### src/rtl/number_of_1s_count.sv
// number_of_1s_count: registered population count with zero/all-ones flags.
//
// Interface semantics:
//   in_valid is a strobe with no ready/backpressure. Every cycle where
//   in_valid=1 at a rising edge is an accepted input. Exactly one cycle
//   later out_valid is high for one cycle and count/is_zero/is_all carry
//   the result for that input. When in_valid=0, data is ignored (it may
//   be X) and the result outputs hold their last values.
//
// All outputs are driven directly by flops. No combinational path runs from
// any input to any output.
module number_of_1s_count #(
    parameter  int WIDTH = 3,
    localparam int CW    = $clog2(WIDTH + 1)
) (
    input  logic             clk,
    input  logic             rst_n,
    input  logic             in_valid,
    input  logic [WIDTH-1:0] data,
    output logic [CW-1:0]    count,
    output logic             out_valid,
    output logic             is_zero,
    output logic             is_all
);

    // The number of leaves is rounded up to a power of two so the adder tree
    // is fully balanced. Unused leaves are tied to zero.
    localparam int LEVELS = (WIDTH > 1) ? $clog2(WIDTH) : 0;
    localparam int P      = 1 << LEVELS;

    // Count value that means every input bit was set.
    localparam logic [CW-1:0] ALL_COUNT = CW'(WIDTH);

    // Heap-ordered tree. Node n has children 2n and 2n+1, and node 1 is the
    // root. Leaves occupy P..2P-1. Every node is CW bits wide. A partial sum
    // can never exceed WIDTH, so no node overflows.
    logic [CW-1:0] tree [1:2*P-1];
    logic [CW-1:0] count_next;
    logic          zero_next;
    logic          all_next;

    // Balanced adder tree. Leaves are loaded first, then the internal nodes
    // are reduced from the deepest level upward.
    always_comb begin
        for (int n = 1; n < 2 * P; n++) begin
            tree[n] = '0;
        end
        for (int i = 0; i < WIDTH; i++) begin
            tree[P + i] = CW'(data[i]);
        end
        for (int n = P - 1; n >= 1; n--) begin
            tree[n] = tree[2 * n] + tree[2 * n + 1];
        end
        count_next = tree[1];
    end

    // The flags are derived from the same sum as count, so they always agree with it.
    always_comb begin
        zero_next = (count_next == '0);
        all_next  = (count_next == ALL_COUNT);
    end

    // Result registers. Reset wins over in_valid. The result holds while idle.
    always_ff @(posedge clk) begin
        if (!rst_n) begin
            count     <= '0;
            out_valid <= 1'b0;
            is_zero   <= 1'b1;
            is_all    <= 1'b0;
        end else begin
            out_valid <= in_valid;
            if (in_valid) begin
                count   <= count_next;
                is_zero <= zero_next;
                is_all  <= all_next;
            end
        end
    end

endmodule

### config.mk
export PLATFORM = sky130hd
export DESIGN_NAME = number_of_1s_count
export DESIGN_NICKNAME = d
export VERILOG_FILES = /design/src/rtl/number_of_1s_count.sv
export SDC_FILE = /design/constraint.sdc
export NUM_CORES = 1
export LEC_CHECK = 0
export BUFFER_PORTS_ARGS = -buffer_cell sky130_fd_sc_hd__buf_2
export CAP_MARGIN = 10
export CORE_AREA = 2 2 39 41
export CTS_CLUSTER_DIAMETER = 100
export DETAILED_ROUTE_END_ITERATION = 8
export DIE_AREA = 0 0 41 43
export HOLD_SLACK_MARGIN = 0.06
export MAX_ROUTING_LAYER = met4
export PLACE_DENSITY = 0.36
export SLEW_MARGIN = 0
export SYNTH_ARGS = -nofsm -noshare
export SYNTH_HDL_FRONTEND = slang
export SYNTH_SLANG_ARGS = --single-unit
### constraint.sdc
create_clock -name clk -period 0.95 [get_ports clk]
set_input_delay 0.1425 -clock clk [delete_from_list [all_inputs] [get_ports clk]]
set_output_delay 0.1425 -clock clk [all_outputs]
set_load 0.03 [all_outputs]
# == Word-level counts from Yosys, hierarchy flattened ==
# Index checks and enable logic that the tools add are counted.
# word_totals
ff_bits,5
in_bits,6
output_inout_bits,5
word_cells,8
# classes
n_addsub,2
n_eq_ne,1
n_reduce_logical,1
# op_table
op,count
1-bit by 1-bit adder with 2-bit output,1
2-bit by 1-bit adder with 2-bit output,1
2-bit equality test (second input constant),1
2-bit logical NOT,1

# == Depth between registers and ports, before layout ==
# logic_depth
word_depth,3
ltp_mapped,3
mapped_depth_nobuf,3

# == Worst setup path before layout ==
# Ideal clock, no wire load.
# synth_path
kind,in2reg
start,in data[0]
end,reg is_zero
setup_time_ns,0.069
t_arrival_ns,0.903
required_time_ns,0.881
setup_slack_ns,-0.022
stages,3
n_path_buf,0
cell_sequence,fa_1 > o21a_1 > o21ai_1
# synth_between
elab_chain_len,3
# synth_lines
item,line,text
start: declaration,19,"input logic [WIDTH-1:0] data,"
1-bit by 1-bit adder with 2-bit output,52,tree[n] = tree[2 * n] + tree[2 * n + 1];
2-bit by 1-bit adder with 2-bit output,52,
2-bit logical NOT,59,zero_next = (count_next == '0);
end signal: assignment,74,is_zero <= zero_next;
end: declaration,22,"output logic is_zero,"
# No other way between the ends.
# A chain may end at the register's enable or synchronous reset.

# == Worst setup path in the final report ==
# layout_path
start,reg is_zero
end,out is_zero
# No word-level cell between the ends.

==> results_dict.tcl <==
set metrics [dict create \
    r2r_end "count[1]" \
    dieArea_mm2 0.00176 \
    crit_fanout 2 \
    stdcell_area_um2 290 \
    status "finished, final reports clean" \
    path_cells "buf_2" \
    antenna_found_initial 0 \
    post_cts_resized 0 \
    num_vias 175 \
    place_area_um2 264 \
    critPathBufInv 1 \
    grt_pass1_wl_um 662 \
    maxCapViolCount 0 \
    worstPathArrival_ns 0.77 \
    route.detailed.drc 0 \
    ant_nets 0 \
    max-vdd-ir-drop_mv 0.411 \
    setup_viol_count_final 0 \
    max_stage_delay_ns 0.33 \
    numClockSinks 5 \
    vias_per_cell 3.72 \
    grt_max_degree 8 \
    grt_pass1_vias 175 \
    synthCells 18 \
    finalNetCount 39 \
    synth.area.top_cells "dfxtp_1 (49%), fa_1 (9.8%), mux2i_1 (9.8%)" \
    path_clk_slew_ns 0.05 \
    powerDensity_mw_per_mm2 2040 \
    internal-power_mw 0.424 \
    synth_top_area_frac 0.488 \
    critPathLaunchType "flip-flop" \
    postCtsHoldBufs 0 \
    wl_per_cell_um 9.15 \
    cts_tree "done" \
    wl_um 430 \
    synthFlopType "dfxtp_1" \
    rsz0062_at_grt "no" \
    crit_type "flip-flop to output port" \
    clk_latency_ns 0.24 \
    port_buffers 10 \
    min_to "is_zero" \
    synth_fp_nets 25 \
    ys_seq_area_frac 0.488 \
    diodes 0 \
    start_util 0.148 \
    fin_skew_ns 0 \
    maxSlewViolCount 0 \
    drive_gt1_frac 0.452 \
    end_kind "output port" \
    max_freq_mhz 1090 \
    r2r_slack_ns 0.36 \
    fillers 157 \
    hp-start "rst_n" \
    rr_worst_depth 2 \
    synth-async-reset-ratio 0 \
    hp-class "input pin to flip-flop" \
    p_leak_nw 0.139 \
    synth.avg_cell_area_um2 11.4 \
    cpLargestDelayFamily "flip-flops" \
    ys_ff_latch 5 \
    dp_hpwl_um 306 \
    synth_area_um2 205 \
    switchingPower_mw 0.168 \
    p_comb_frac 0.171 \
    drt_pre_antenna_iters 2 \
    ys_types 12 \
    crit_slowest_cell "dfxtp_1" \
    clockBufferDepth 2 \
    yosysTopAreaCell "dfxtp_1" \
    clkPwrFrac 0.437 \
    grtUsageTotal 0.0649 \
    die_y_um 43 \
    yosysMostFrequentCell "dfxtp_1" \
    gp_congestion 0.648 \
    hold_viol 0 \
    std_cell_rows 14 \
    cp.required_ns 0.81 \
    synth_edf_count 0 \
    synth.cells.most_frequent "dfxtp_1 (5), mux2i_1 (2), nor2b_1 (2)" \
    tightestPinTransition_ns 0.122 \
    numCtsBuffers 3 \
    r2r_start "count[1]" \
    htreeDepth 1 \
    fin_crit_sh 0.966 \
    grt-ovfl-total 0 \
    cts-root-buf "clkbuf_4" \
    area_growth_pct 41.5 \
    fin_tns_setup_ns 0 \
    swShare 0.283 \
    max-slew-margin-rel 0.917 \
    min_period_ns 0.917 \
    ys_warn_count 0 \
    post-cts-setup-buffers 0 \
    die_x_um 41 \
    ios 11 \
    core-area_mm2 0.00138 \
    p_seq_frac 0.392 \
    hold_depth 2 \
    drt_iter0_drc 1 \
]
-- cell families (layout without fill, tap and decap cells) --
logic type               after synthesis  count (layout)  share of synthesized area
AND/OR/NAND/NOR                        7               7                      0.201
flip-flops                             5               5                      0.488
AO/OA/AOI/OAI                          2               2                     0.0610
multiplexers                           2               2                     0.0976
adder cells (fa/ha/maj)                1               1                     0.0976
buffers and inverters                  1              14                     0.0549
-- layer usage --
layer / up-vias / wire length, um / share of wire / GRT usage
met5: - / 0 / 0 / -
met4: 0 / 12 / 0.028 / 0.0800
met3: 2 / 43 / 0.10 / 0.0314
met2: 8 / 173 / 0.40 / 0.0719
met1: 80 / 201 / 0.47 / 0.0712
li1: 85 / - / - / -
-- sequential cells by signal, indices dropped and copies added (netlist names) --
register   cells
count          2
is_all         1
is_zero        1
out_valid      1
-- per-stage QoR --
step | hold WS, ns | worst slack [ns] | instances | total power, mW | util
4_1_cts | 0.146 | 0.0351 | 47 | 0.597 | 0.210
6_report | 0.152 | 0.0327 | 47 | 0.592 | 0.210
5_1_grt | 0.156 | 0.000206 | 47 | 0.623 | 0.210
3_3_place_gp | 0.395 | -0.191 | 43 | 0.338 | 0.191
3_5_place_dp | 0.388 | -0.190 | 43 | 0.338 | 0.191
2_1_floorplan | 0.222 | -0.0218 | 18 | 0.307 | -
-- power groups by stage --
stage / sequential (mW) / clock (mW) / combinational (mW)
2_1_floorplan: 0.267 / 0 / 0.0396
3_3_place_gp: 0.236 / 0 / 0.102
3_5_place_dp: 0.236 / 0 / 0.102
4_1_cts: 0.232 / 0.262 / 0.102
5_1_grt: 0.233 / 0.280 / 0.109
6_report: 0.232 / 0.259 / 0.101
-- how the worst max path moves through the flow --
stage                        from  endpoint  cells past startpoint
after floorplan           data[0]   is_zero                      3
after global placement    data[0]   is_zero                      4
after detailed placement  data[0]   is_zero                      4
after CTS                 is_zero   is_zero                      1
after global routing      is_zero   is_zero                      1
final                     is_zero   is_zero                      1
-- final cells by class --
cell class	count	area [um2]	area share
flip-flops and latches	5	100	0.345
multi-input cells	12	93.8	0.323
well taps	16	20.0	0.0690
repair buffers	10	50.0	0.172
clock buffers	4	26.3	0.0905
-- layout by cell type, fill, tap and decap left out, drive strengths merged --
cell type / Yosys / routed
fa: 1 / 1
o21ai: 1 / 1
nand2: 1 / 1
mux2i: 2 / 2
clkbuf: 0 / 4
nor2b: 2 / 2
and2: 1 / 1
o21a: 1 / 1
nand4: 1 / 1
nor2: 1 / 1
buf: 1 / 10
nand3b: 1 / 1
dfxtp: 5 / 5
No activity file was read; power rests on OpenSTA's default activity.
